### src/rtl/lau_pkg.sv
// Shared arithmetic-library package: speed selector and small elaboration helpers.
package lau_pkg;

    typedef enum logic {
        SMALL = 1'b0,
        FAST  = 1'b1
    } speed_e;

    // Counter width for n states, never narrower than one bit.
    function automatic int unsigned cnt_bits(input int unsigned n);
        return (n > 1) ? $clog2(n) : 1;
    endfunction

endpackage

### src/rtl/seq_add_addc.sv
// Library carry-in/carry-out adder: {co, s} = a + b + ci, combinational.
module seq_add_addc
    import lau_pkg::*;
#(
    parameter int unsigned width = 16,
    parameter speed_e      speed = FAST
) (
    input  logic [width-1:0] a_i,
    input  logic [width-1:0] b_i,
    input  logic             ci_i,
    output logic [width-1:0] sum_c_o,
    output logic             cout_c_o
);

    localparam int unsigned W1 = width + 1;

    generate
        if (speed == FAST) begin : g_fast
            // Leave carry structure to the synthesis tool's adder mapping.
            assign {cout_c_o, sum_c_o} = W1'(a_i) + W1'(b_i) + W1'(ci_i);
        end else begin : g_ripple
            logic [width-1:0] sum_r;
            logic             cout_r;

            always_comb begin
                logic c;
                c     = ci_i;
                sum_r = '0;
                for (int i = 0; i < int'(width); i++) begin
                    sum_r[i] = a_i[i] ^ b_i[i] ^ c;
                    c        = (a_i[i] & b_i[i]) | (c & (a_i[i] ^ b_i[i]));
                end
                cout_r = c;
            end

            assign sum_c_o  = sum_r;
            assign cout_c_o = cout_r;
        end
    endgenerate

endmodule

### src/rtl/seq_add.sv
// Chunk-serial adder: S = A + B + CI, `chunk` bits per cycle with a registered carry,
// between a valid/ready producer and consumer.
module seq_add
    import lau_pkg::*;
#(
    parameter int unsigned width = 64,
    parameter int unsigned chunk = 16,
    parameter speed_e      speed = FAST
) (
    input  logic             clk_i,
    input  logic             rst_i,
    input  logic             in_valid_i,
    output logic             in_ready_o,
    input  logic [width-1:0] a_i,
    input  logic [width-1:0] b_i,
    input  logic             ci_i,
    output logic             out_valid_o,
    input  logic             out_ready_i,
    output logic [width-1:0] s_o,
    output logic             co_o
);

    localparam int unsigned N  = width / chunk;
    localparam int unsigned CW = cnt_bits(N);
    localparam int unsigned IW = cnt_bits(width);
    localparam logic [CW-1:0] LAST = CW'(N - 1);

    generate
        if ((chunk < 1) || ((width % chunk) != 0)) begin : g_bad_cfg
            $error("seq_add: width must be a nonzero multiple of chunk");
        end
    endgenerate

    typedef enum logic [1:0] {
        IDLE = 2'd0,
        RUN  = 2'd1,
        DONE = 2'd2
    } state_e;

    state_e           state_q, state_d;
    logic [CW-1:0]    cnt_q, cnt_d;
    logic             carry_q, carry_d;
    logic [width-1:0] a_q, a_d;
    logic [width-1:0] b_q, b_d;
    logic [width-1:0] s_q, s_d;
    logic             co_q, co_d;

    logic [IW-1:0]    base_c;
    logic [chunk-1:0] a_chunk_c;
    logic [chunk-1:0] b_chunk_c;
    logic [chunk-1:0] sum_c;
    logic             cout_c;
    logic             accept_c;

    // Reset masks ready so nothing is accepted on the edge that clears the block.
    assign in_ready_o = ~rst_i & ((state_q == IDLE) | ((state_q == DONE) & out_ready_i));
    assign accept_c   = in_valid_i & in_ready_o;

    assign base_c    = IW'(cnt_q * chunk);
    assign a_chunk_c = a_q[base_c +: chunk];
    assign b_chunk_c = b_q[base_c +: chunk];

    seq_add_addc #(
        .width (chunk),
        .speed (speed)
    ) u_addc (
        .a_i      (a_chunk_c),
        .b_i      (b_chunk_c),
        .ci_i     (carry_q),
        .sum_c_o  (sum_c),
        .cout_c_o (cout_c)
    );

    // Next-state and datapath update.
    always_comb begin
        state_d = state_q;
        cnt_d   = cnt_q;
        carry_d = carry_q;
        a_d     = a_q;
        b_d     = b_q;
        s_d     = s_q;
        co_d    = co_q;

        unique case (state_q)
            IDLE: begin
                if (accept_c) begin
                    state_d = RUN;
                end
            end
            RUN: begin
                s_d[base_c +: chunk] = sum_c;
                carry_d              = cout_c;
                if (cnt_q == LAST) begin
                    co_d    = cout_c;
                    cnt_d   = '0;
                    state_d = DONE;
                end else begin
                    cnt_d = cnt_q + CW'(1);
                end
            end
            DONE: begin
                if (out_ready_i) begin
                    state_d = accept_c ? RUN : IDLE;
                end
            end
            default: begin
                state_d = IDLE;
            end
        endcase

        // Accept is only possible from IDLE or a completing DONE, never during RUN.
        if (accept_c) begin
            a_d     = a_i;
            b_d     = b_i;
            carry_d = ci_i;
            cnt_d   = '0;
        end
    end

    always_ff @(posedge clk_i) begin
        if (rst_i) begin
            state_q <= IDLE;
            cnt_q   <= '0;
            carry_q <= 1'b0;
            a_q     <= '0;
            b_q     <= '0;
            s_q     <= '0;
            co_q    <= 1'b0;
        end else begin
            state_q <= state_d;
            cnt_q   <= cnt_d;
            carry_q <= carry_d;
            a_q     <= a_d;
            b_q     <= b_d;
            s_q     <= s_d;
            co_q    <= co_d;
        end
    end

    assign out_valid_o = (state_q == DONE);
    assign s_o         = s_q;
    assign co_o        = co_q;

endmodule

### config.mk
export PLATFORM = sky130hd
export DESIGN_NAME = seq_add
export DESIGN_NICKNAME = d
export VERILOG_FILES = /design/src/rtl/lau_pkg.sv /design/src/rtl/seq_add_addc.sv /design/src/rtl/seq_add.sv
export SDC_FILE = /design/constraint.sdc
export NUM_CORES = 1
export LEC_CHECK = 0
export BUFFER_PORTS_ARGS = -buffer_cell sky130_fd_sc_hd__buf_2
export CAP_MARGIN = 20
export CORE_AREA = 3 3 133 135
export CTS_CLUSTER_SIZE = 30
export DETAILED_ROUTE_END_ITERATION = 8
export DIE_AREA = 0 0 136 138
export PLACE_DENSITY = 0.79
export REMOVE_ABC_BUFFERS = 1
export SKIP_CTS_REPAIR_TIMING = 1
export SLEW_MARGIN = 15
export SYNTH_ARGS = -nofsm -noshare
export SYNTH_HDL_FRONTEND = slang
export SYNTH_SLANG_ARGS = --single-unit
### constraint.sdc
create_clock -name clk_i -period 4.4 [get_ports clk_i]
set_input_delay 0.44 -clock clk_i [delete_from_list [all_inputs] [get_ports clk_i]]
set_output_delay 0.44 -clock clk_i [all_outputs]
set_load 0.05 [all_outputs]
; ---- Word-level counts from Yosys, hierarchy flattened
; Cells that the tools add are included.
; Widths: inputs -> output; s select.
[word_totals]
regBits = 198
input_bits = 133
output_inout_bits = 67
elab_cells = 40
[op_classes]
n_addsub = 4
n_eq_ne = 6
shifts = 4
n_mux = 9
bitwise_logic = 5
n_reduce_logical = 5
[op_table]
columns = operator, n
row1 = $shiftx 64x7->16, 2
row2 = $bwmux 64, 1
row3 = $shift 16x8->64 const A, 1
row4 = $shiftx 16x8->64, 1
row5 = $add 16x16->17, 1
row6 = $add 17x1->17, 1
row7 = $mux 2, 4
row8 = $neg 6->8, 1
row9 = $pmux 2 s3, 1
row10 = $eq 2x2->1 const B, 2
row11 = $ne 2x2->1 const B, 2
row12 = $and 1x1->1, 3
row13 = $mux 1, 3
row14 = $reduce_and 3->1, 1
row15 = $add 2x1->2 const B, 1
row16 = $eq 2x1->1 const B, 1
row17 = $logic_not 2->1, 1
row18 = $ne 2x1->1 const B, 1
row19 = $reduce_and 2->1, 1
row20 = $reduce_bool 2->1, 1
row21 = $reduce_or 2->1, 1
row22 = $not 1->1, 1
row23 = $or 1x1->1, 1

; ---- Longest topological paths before layout
; Gate-level depths: netlist (run 1).
[logic_depth]
depth_word = 8
ltp_mapped = 14
ltp_nobuf = 10

; ---- Cells and area by module
; A second synthesis (run 1) with hierarchy kept.
[unflattened]
cells_unflattened = 927
area_unflattened_um2 = 9243.9
[modules_own_cells]
columns = mod, n_inst, cells_per_inst, area_each_um2, seq_area_each_um2
row1 = seq_add, 1, 836, 8516.9, 3963.8
row2 = seq_add_addc, 1, 91, 726.9, 0.0

; ---- Least setup slack after synthesis (run 1)
; Ideal clock, no wire load.
[synth_path]
path_kind = reg-to-reg
start = register cnt_q[1]
end = register s_q[62] (netlist: s_o[62])
setup_time_ps = 117
arrival_ps = 3478
required_ps = 4283
path_slack_ps = 805
path_stages_with_launch = 15
path_buffers = 4
synth_period_minus_slack_ps = 3595
path_cell_list = dfxtp_1 -> clkbuf_1 -> buf_1 -> buf_2 -> mux4_2 -> fa_1 -> inv_1 -> fa_1 -> and2b_1 -> o2111ai_1 -> a211oi_2 -> or2_2 -> clkbuf_1 -> a32oi_1 -> nand2_1
[synth_between]
elab_chain_cells = 5
elab_cells_between_ends = 8
cone_classes = 3 x add/sub / 4 x shift / 1 x mux
[synth_lines]
columns = element, line_no
row1 = "start, declared", seq_add.sv:41  ; logic [CW-1:0] cnt_q, cnt_d;
row2 = "start signal, assigned", seq_add.sv:131  ; cnt_q <= cnt_d;
row3 = "$shiftx 64x7->16, on equally long branches", "seq_add.sv:60, seq_add.sv:61"
row4 = $add 16x16->17, seq_add_addc.sv:20  ; assign {cout_c_o, sum_c_o} = W1'(a_i) + W1'(b_i) + W1'(ci_i);
row5 = $add 17x1->17, seq_add_addc.sv:20
row6 = $shiftx 16x8->64, seq_add.sv:91  ; s_d[base_c +: chunk] = sum_c;
row7 = $bwmux 64 (*), seq_add.sv:91
row8 = "end signal, assigned", seq_add.sv:127  ; s_q <= '0;
row9 = "end signal, assigned", seq_add.sv:135  ; s_q <= s_d;
row10 = "end, declared", seq_add.sv:45  ; logic [width-1:0] s_q, s_d;
; Mark *: on every way between the ends. The rest lies on a longest branch, timed or not.
; A chain may end at the register's enable or synchronous reset.

; ---- Worst setup path in the final report (run 1)
[layout_path]
start = register cnt_q[0]
end = register s_q[26] (netlist: s_o[26])
; The elaborated chain is that of the path after synthesis.

==> report_table.html, run 1 <==
<table>
<tr><th>Metric</th><th>Value</th></tr>
<tr><th colspan="2">Yosys</th></tr>
<tr><td>Synth Warn #</td><td>0</td></tr>
<tr><td>Distinct cell type count after synthesis</td><td>61</td></tr>
<tr><td>Register area share after synthesis</td><td>44.4%</td></tr>
<tr><td>Cells taking the most area after synthesis</td><td>dfxtp_1 (44%), nand2b_1 (9.1%), mux4_2 (8.1%), o21ai_0 (7.5%), nand2_1 (6.5%)</td></tr>
<tr><td>Synth Flop Type</td><td>dfxtp_1</td></tr>
<tr><td>Number of synthesized flops with an enable pin</td><td>0</td></tr>
<tr><td>Mean cell area of the mapped netlist</td><td>9.29 um2</td></tr>
<tr><td>Post-synthesis instance area</td><td>0.00893 mm2</td></tr>
<tr><td>Async SR Flop Fraction</td><td>0%</td></tr>
<tr><td>#FFs+latches synth</td><td>198</td></tr>
<tr><td>Largest area contributor in the netlist</td><td>dfxtp_1</td></tr>
<tr><td>Yosys top cell area share</td><td>44.4%</td></tr>
<tr><td>Number of instances in the synthesized netlist</td><td>961</td></tr>
<tr><th colspan="2">Cells and area</th></tr>
<tr><td>Fraction of layout cells with a size suffix above 1</td><td>25.4%</td></tr>
<tr><td>Final core utilization</td><td>between 60% and 70%</td></tr>
<tr><td>Area growth syn-to-layout</td><td>17.7%</td></tr>
<tr><td>Count of nets after finishing</td><td>~1300</td></tr>
<tr><td>Post-route insts no fill</td><td>1353</td></tr>
<tr><td>Final non-filler cell area</td><td>roughly 0.011 mm2</td></tr>
<tr><th colspan="2">STA</th></tr>
<tr><td>Top achievable clock speed</td><td>around 0.28 GHz</td></tr>
<tr><td>Clock Skews</td><td>around 0.012 ns</td></tr>
<tr><td>Final Hold Fails</td><td>0</td></tr>
<tr><td>Actual slew at the worst max-slew pin</td><td>0.956 ns</td></tr>
<tr><td>Final slew viol count</td><td>0</td></tr>
<tr><td>Unrepaired setup endpoints after global routing</td><td>no</td></tr>
<tr><td>Post-Route Setup TNS</td><td>0 ns</td></tr>
<tr><td>Max-slew headroom</td><td>36.2%</td></tr>
<tr><td>Minimum clock period after layout</td><td>3.57 ns</td></tr>
<tr><td>PnR worst setup slack</td><td>0.826 ns</td></tr>
<tr><td># setup viols final</td><td>0</td></tr>
<tr><td>Worst Hold Slack</td><td>0.192 ns</td></tr>
<tr><td>Tcrit/Tclk final</td><td>81.2%</td></tr>
<tr><th colspan="2">Floorplan</th></tr>
<tr><td>Die height</td><td>between 100 and 150 um</td></tr>
<tr><td>Floorplan Core Area</td><td>~0.017 mm2</td></tr>
<tr><td>Area of the die</td><td>between 0.015 and 0.02 mm2</td></tr>
<tr><td>Width of the chip</td><td>between 100 and 150 um</td></tr>
<tr><td>Number of top-level design ports</td><td>200</td></tr>
<tr><td>Effective utilization at floorplan</td><td>53.8%</td></tr>
<tr><td>Std cell rows</td><td>47</td></tr>
<tr><th colspan="2">Route</th></tr>
<tr><td>Total detailed-routing wirelength</td><td>22.7 mm</td></tr>
<tr><td>DRC errors left</td><td>0</td></tr>
<tr><td>WL/cell</td><td>16.7 um</td></tr>
<tr><td>Vias per std cell</td><td>5.62</td></tr>
<tr><td>First drt pass iteration count</td><td>5</td></tr>
<tr><td>Starting DRT DRC Count</td><td>between 600 and 700</td></tr>
<tr><td>Total vias in the final route</td><td>7600</td></tr>
<tr><td>Final antenna-violating net count</td><td>0</td></tr>
<tr><th colspan="2">Clock network</th></tr>
<tr><td>Bufs on Longest Clock Path</td><td>2</td></tr>
<tr><td>Clock transition time at the flip-flop clock pins of the worst setup and hold paths</td><td>around 0.070 ns</td></tr>
<tr><td>Later-pin clock latency in the skew report</td><td>0.44 ns</td></tr>
<tr><td>Root Buffer</td><td>clkbuf_16</td></tr>
<tr><td>Sink count of the clock tree</td><td>roughly 200</td></tr>
<tr><td>Clock tree from TritonCTS</td><td>done</td></tr>
<tr><td>H-tree level count</td><td>4</td></tr>
<tr><td>Clock buffers created by TritonCTS</td><td>17</td></tr>
<tr><th colspan="2">Worst hold path</th></tr>
<tr><td>Worst min path class</td><td>in -&gt; reg</td></tr>
<tr><th colspan="2">Global route</th></tr>
<tr><td>Residual overflow from global routing</td><td>0</td></tr>
<tr><td>Via count of the first global-routing pass</td><td>7354</td></tr>
<tr><td>Antenna violations before repair</td><td>0</td></tr>
<tr><td>Largest net degree at the start of global routing</td><td>108</td></tr>
<tr><td>Total Routing Usage GR</td><td>roughly a quarter</td></tr>
<tr><td>First-pass GRT wire length</td><td>36.9 mm</td></tr>
<tr><th colspan="2">Placement</th></tr>
<tr><td>Area after detailed placement</td><td>0.00992 mm2</td></tr>
<tr><td>Worst slack after detailed placement</td><td>roughly 0.83 ns</td></tr>
<tr><td>Post-detail-place hpwl</td><td>15.7 mm</td></tr>
<tr><td>Placed cell count</td><td>1320</td></tr>
<tr><td>Count of buffers from port buffering</td><td>199</td></tr>
<tr><td>Weighted congestion reported at the end of routability-driven placement</td><td>0.877</td></tr>
<tr><th colspan="2">Flow run</th></tr>
<tr><td>Max Cap Violations</td><td>0</td></tr>
<tr><th colspan="2">Power and ir drop</th></tr>
<tr><td>PnR Total Power</td><td>4.05 mW</td></tr>
<tr><td>IR drop worst, VDD</td><td>294 uV</td></tr>
<tr><td>Power density relative to cell area</td><td>386 mW/mm2</td></tr>
<tr><td>Cell leakage power</td><td>4.32 nW</td></tr>
<tr><th colspan="2">Worst setup path</th></tr>
<tr><td>CP Max Fanout</td><td>17</td></tr>
<tr><td>WP data required</td><td>4.77 ns</td></tr>
<tr><td>Data arrival, critical path</td><td>3.95 ns</td></tr>
<tr><td>Kind of launch point of the worst setup path</td><td>flip-flop</td></tr>
<tr><td>Kind of critical path</td><td>reg -&gt; reg</td></tr>
<tr><td>Setup crit end kind</td><td>flip-flop</td></tr>
<tr><th colspan="2">Run status</th></tr>
<tr><td>Run status</td><td>completed</td></tr>
</table>
## sequential cells by signal, indices dropped and copies added (netlist names)
name     count
a_q         64
b_q         64
carry_q      1
cnt_q        2
co_o         1
s_o         64
state_q      2
## cell families after synthesis
group | share of synthesized area, %
multiplexers | 8.07
buffers and inverters | 4.47
AND/OR/NAND/NOR | 20.7
flip-flops | 44.4
adder cells (fa/ha/maj) | 3.39
AO/OA/AOI/OAI | 17.8
XOR/XNOR | 1.18
## placed cells by master (no fill, tap or decap), types with 4 or more instances in the layout
cell type / synthesis / final
nor2_1: 39 / 39
o21a_1: 5 / 5
mux4_2: 32 / 32
nand2b_1: 130 / 130
buf_4: 18 / 9
a22oi_1: 28 / 28
nand4_1: 5 / 5
ha_1: 21 / 21
a21oi_1: 23 / 23
clkbuf_16: 0 / 17
a22o_1: 30 / 30
a32oi_1: 4 / 4
xnor2_1: 9 / 9
a21o_1: 5 / 5
nand3_1: 4 / 4
buf_2: 13 / 198
nor3_1: 7 / 7
nand2_1: 155 / 155
dfxtp_1: 198 / 196
clkinvlp_4: 0 / 5
inv_1: 9 / 9
o21ai_0: 134 / 134
## cell type report
| cell class | instances | area, um2 |
|---|---|---|
| Antenna cell | 1 | 2.50 |
| Inverter | 9 | 33.8 |
| Fill cell | 1424 | 6080 |
| Clock inverter | 14 | 151 |
| Multi-Input combinational cell | 685 | 4570 |
| Clock buffer | 18 | 429 |
| Sequential cell | 198 | 3970 |
| Tap cell | 220 | 275 |
| Timing Repair Buffer | 208 | 1080 |
## cells in the mapped netlist, types with 2 or more instances
cell / number
ha_1: 21
a21o_1: 5
nor2b_1: 2
and3_1: 2
nand4_1: 5
buf_2: 13
o31a_1: 2
nand2b_1: 130
mux4_2: 32
o21a_1: 5
nand2_1: 155
nor3_1: 7
and2b_1: 2
buf_6: 3
inv_1: 9
clkbuf_1: 32
and2_1: 2
nor3_2: 2
a221o_1: 2
a21oi_1: 23
buf_4: 18
nor2_1: 39
nor4_1: 3
a211oi_1: 2
fa_1: 2
xnor2_1: 9
xor2_1: 3
a32oi_1: 4
a221oi_1: 3
dfxtp_1: 198
o21ai_0: 134
a22oi_1: 28
a22o_1: 30
nand3_1: 4
a211o_1: 2
buf_1: 3
## worst paths after layout
check	from	to	slack, ns	depth (start not counted)
setup / recovery	cnt_q[0]	s_o[26]	0.83	9
hold reg to reg	s_o[1]	s_o[1]	0.46	2
setup reg to reg	cnt_q[0]	s_o[26]	0.83	9
hold / removal	b_i[54]	b_q[54]	0.19	3
## layer usage
metal / vias up / track usage (%) / routed length, um
met5: - / 0 / 0
met4: 0 / 8.49 / 521
met3: 42 / 4.76 / 1680
met2: 334 / 38.4 / 10700
met1: 3555 / 33.2 / 9770
li1: 3669 / - / -
## where the power goes
group	internal [mW]	leakage, nW	switching, mW
logic	0.223	2.43	0.338
registers	1.89	1.62	0.0582
clock network	0.842	0.269	0.701
## worst max-delay path: stages, from the launching register on
cell and delay (ns):
dfxtp_2 0.70, mux4_2 0.59, fa_1 0.46, inv_1 0.10, fa_1 0.20, and2b_1 0.20
o2111ai_1 0.30, nand2_1 0.17, a211oi_1 0.58, a22o_1 0.21
(Power assumes the default switching activity.)
==> inputs of run 2 (changes only) <==
==> constraint.sdc (replaced) <==
create_clock -name clk_i -period 3.37 [get_ports clk_i]
set_input_delay 0.337 -clock clk_i [delete_from_list [all_inputs] [get_ports clk_i]]
set_output_delay 0.337 -clock clk_i [all_outputs]
set_load 0.05 [all_outputs]
==> run 2 against run 1 <==
  * Count of clock-buffer cells in the layout is 1 higher
  * Highest routed layer unchanged
  * Global-route usage shrank 0.53 points
  * Combinational power increased by 33%
  * Non-clock buffer count up 4
==> report_table.html, run 2 (synthesized netlist as in run 1, its figures left out) <==
<table>
<tr><th>Metric</th><th>Value</th></tr>
<tr><th colspan="2">Route</th></tr>
<tr><td>WL/cell</td><td>roughly 17 um</td></tr>
<tr><td>Vias per std cell</td><td>between 5 and 6</td></tr>
<tr><td>Final antenna-violating net count</td><td>0</td></tr>
<tr><td>Total vias in the final route</td><td>7460</td></tr>
<tr><td>Starting DRT DRC Count</td><td>632</td></tr>
<tr><td>First drt pass iteration count</td><td>5</td></tr>
<tr><td>Total detailed-routing wirelength</td><td>22.4 mm</td></tr>
<tr><td>DRC errors left</td><td>0</td></tr>
<tr><th colspan="2">STA</th></tr>
<tr><td>Max-slew headroom</td><td>a little under two fifths</td></tr>
<tr><td>Worst Hold Slack</td><td>between 0.09 and 0.1 ns</td></tr>
<tr><td>Clock Skews</td><td>0.0107 ns</td></tr>
<tr><td># setup viols final</td><td>0</td></tr>
<tr><td>Tcrit/Tclk final</td><td>95.1%</td></tr>
<tr><td>Actual slew at the worst max-slew pin</td><td>0.936 ns</td></tr>
<tr><td>Final slew viol count</td><td>0</td></tr>
<tr><td>Unrepaired setup endpoints after global routing</td><td>no</td></tr>
<tr><td>Final Hold Fails</td><td>0</td></tr>
<tr><td>Minimum clock period after layout</td><td>3.21 ns</td></tr>
<tr><td>Top achievable clock speed</td><td>0.312 GHz</td></tr>
<tr><th colspan="2">Power and ir drop</th></tr>
<tr><td>Cell leakage power</td><td>4.38 nW</td></tr>
<tr><td>Power density relative to cell area</td><td>513 mW/mm2</td></tr>
<tr><td>IR drop worst, VDD</td><td>approximately 370 uV</td></tr>
<tr><th colspan="2">Placement</th></tr>
<tr><td>Post-detail-place hpwl</td><td>15.7 mm</td></tr>
<tr><td>Weighted congestion reported at the end of routability-driven placement</td><td>approximately 0.84</td></tr>
<tr><td>Count of buffers from port buffering</td><td>199</td></tr>
<tr><td>Area after detailed placement</td><td>0.00997 mm2</td></tr>
<tr><td>Placed cell count</td><td>1324</td></tr>
<tr><th colspan="2">Clock network</th></tr>
<tr><td>Root Buffer</td><td>clkbuf_16</td></tr>
<tr><td>H-tree level count</td><td>4</td></tr>
<tr><td>Later-pin clock latency in the skew report</td><td>0.43 ns</td></tr>
<tr><td>Clock buffers created by TritonCTS</td><td>17</td></tr>
<tr><td>Clock transition time at the flip-flop clock pins of the worst setup and hold paths</td><td>around 0.070 ns</td></tr>
<tr><td>Sink count of the clock tree</td><td>198</td></tr>
<tr><td>Clock tree from TritonCTS</td><td>done</td></tr>
<tr><td>Bufs on Longest Clock Path</td><td>2</td></tr>
<tr><th colspan="2">Global route</th></tr>
<tr><td>Via count of the first global-routing pass</td><td>7197</td></tr>
<tr><td>First-pass GRT wire length</td><td>36.3 mm</td></tr>
<tr><td>Residual overflow from global routing</td><td>0</td></tr>
<tr><td>Largest net degree at the start of global routing</td><td>between 100 and 150</td></tr>
<tr><td>Total Routing Usage GR</td><td>23.7%</td></tr>
<tr><td>Antenna violations before repair</td><td>0</td></tr>
<tr><th colspan="2">Cells and area</th></tr>
<tr><td>Most frequent standard cell in the layout excluding fill and tap cells</td><td>buf_2</td></tr>
<tr><td>Total area of sequential cells</td><td>0.00397 mm2</td></tr>
<tr><td>Post-route insts no fill</td><td>between 1000 and 1500</td></tr>
<tr><td>Area growth syn-to-layout</td><td>18.8%</td></tr>
<tr><td>Final non-filler cell area</td><td>0.0106 mm2</td></tr>
<tr><td>Area used by multi-input combinational logic</td><td>0.00457 mm2</td></tr>
<tr><td>Fraction of layout cells with a size suffix above 1</td><td>25.6%</td></tr>
<tr><td># fillers</td><td>about 1400</td></tr>
<tr><td>Count of nets after finishing</td><td>1279</td></tr>
<tr><td>Final core utilization</td><td>63.9%</td></tr>
<tr><td>Total inserted antenna cells</td><td>0</td></tr>
<tr><td>Highest-count cells in the layout ignoring fill and taps</td><td>buf_2 (198), dfxtp_1 (196), nand2_1 (155), o21ai_0 (134), nand2b_1 (130)</td></tr>
<tr><th colspan="2">Worst setup path</th></tr>
<tr><td>Setup crit end kind</td><td>flip-flop</td></tr>
<tr><td>Kind of launch point of the worst setup path</td><td>flip-flop</td></tr>
<tr><td>WP data required</td><td>3.74 ns</td></tr>
<tr><td>CP Max Fanout</td><td>4</td></tr>
<tr><td>Data arrival, critical path</td><td>~3.6 ns</td></tr>
<tr><td>Kind of critical path</td><td>reg -&gt; reg</td></tr>
<tr><th colspan="2">Floorplan</th></tr>
<tr><td>Number of top-level design ports</td><td>200</td></tr>
<tr><td>Area of the die</td><td>0.0188 mm2</td></tr>
<tr><td>Width of the chip</td><td>between 100 and 150 um</td></tr>
<tr><td>Std cell rows</td><td>47</td></tr>
<tr><td>Effective utilization at floorplan</td><td>a little over half</td></tr>
<tr><td>Die height</td><td>138 um</td></tr>
<tr><td>Floorplan Core Area</td><td>0.0166 mm2</td></tr>
<tr><th colspan="2">Worst hold path</th></tr>
<tr><td>Worst min path class</td><td>in -&gt; reg</td></tr>
<tr><th colspan="2">Flow run</th></tr>
<tr><td>Max Cap Violations</td><td>0</td></tr>
<tr><th colspan="2">Run status</th></tr>
<tr><td>Run status</td><td>completed</td></tr>
</table>
-- run 2: cell count changes in the layout (fill, tap and decap cells not counted), sizes merged --
cell and delta:
diode -1, bufinv +2, clkinv -2, clkinvlp -2, inv -1, clkbuf +1
buf +4
-- run 2: area by class of cell --
| cell class | instances | area share, % |
|---|---|---|
| clock buffers | 19 | 4.27 |
| clock inverters | 11 | 1.64 |
| inverters | 9 | 0.319 |
| multi-input cells | 685 | 43.1 |
| flip-flops and latches | 198 | 37.4 |
| well taps | 220 | 2.60 |
| repair buffers | 212 | 10.7 |
-- run 2: where the power goes --
part / switching, mW / total [mW] / internal, mW
Clock: 0.887 / 2.17 / 1.28
Combinational: 0.449 / 0.745 / 0.296
Sequential: 0.0652 / 2.53 / 2.46
-- run 2: final timing paths --
check	startpoint	end	slack, ns	depth (start not counted)
max	cnt_q[0]	s_o[26]	0.16	9
max reg2reg	cnt_q[0]	s_o[26]	0.16	9
min	a_i[21]	a_q[21]	0.1	3
min reg2reg	s_o[1]	s_o[1]	0.46	2
-- run 2: routing by layer --
layer,global-route usage [%],vias to the layer above,routed length (um)
met2,38.3,250,10700
met3,4.36,28,1210
met1,32.5,3506,10100
li1,-,3676,-
met5,0,-,0
met4,6.90,0,426
-- run 2: metrics by stage --
stage	worst slack [ns]	power, mW	setup TNS (ns)
detailed placement	0.254	3.32	0
global route	0.0186	5.64	0
global placement	0.299	3.30	0
CTS	0.215	5.45	0
floorplan	-2.97	3.05	-386.70
finish	0.164	5.44	0
-- run 2: worst max-delay path: stages, from the launching register on --
cell and delay [ns]:
dfxtp_2 0.38, mux4_2 0.52, fa_1 0.47, inv_1 0.10, fa_1 0.20, and2b_1 0.20, o2111ai_1 0.29, nand2_1 0.19
a211oi_1 0.58, a22o_1 0.22
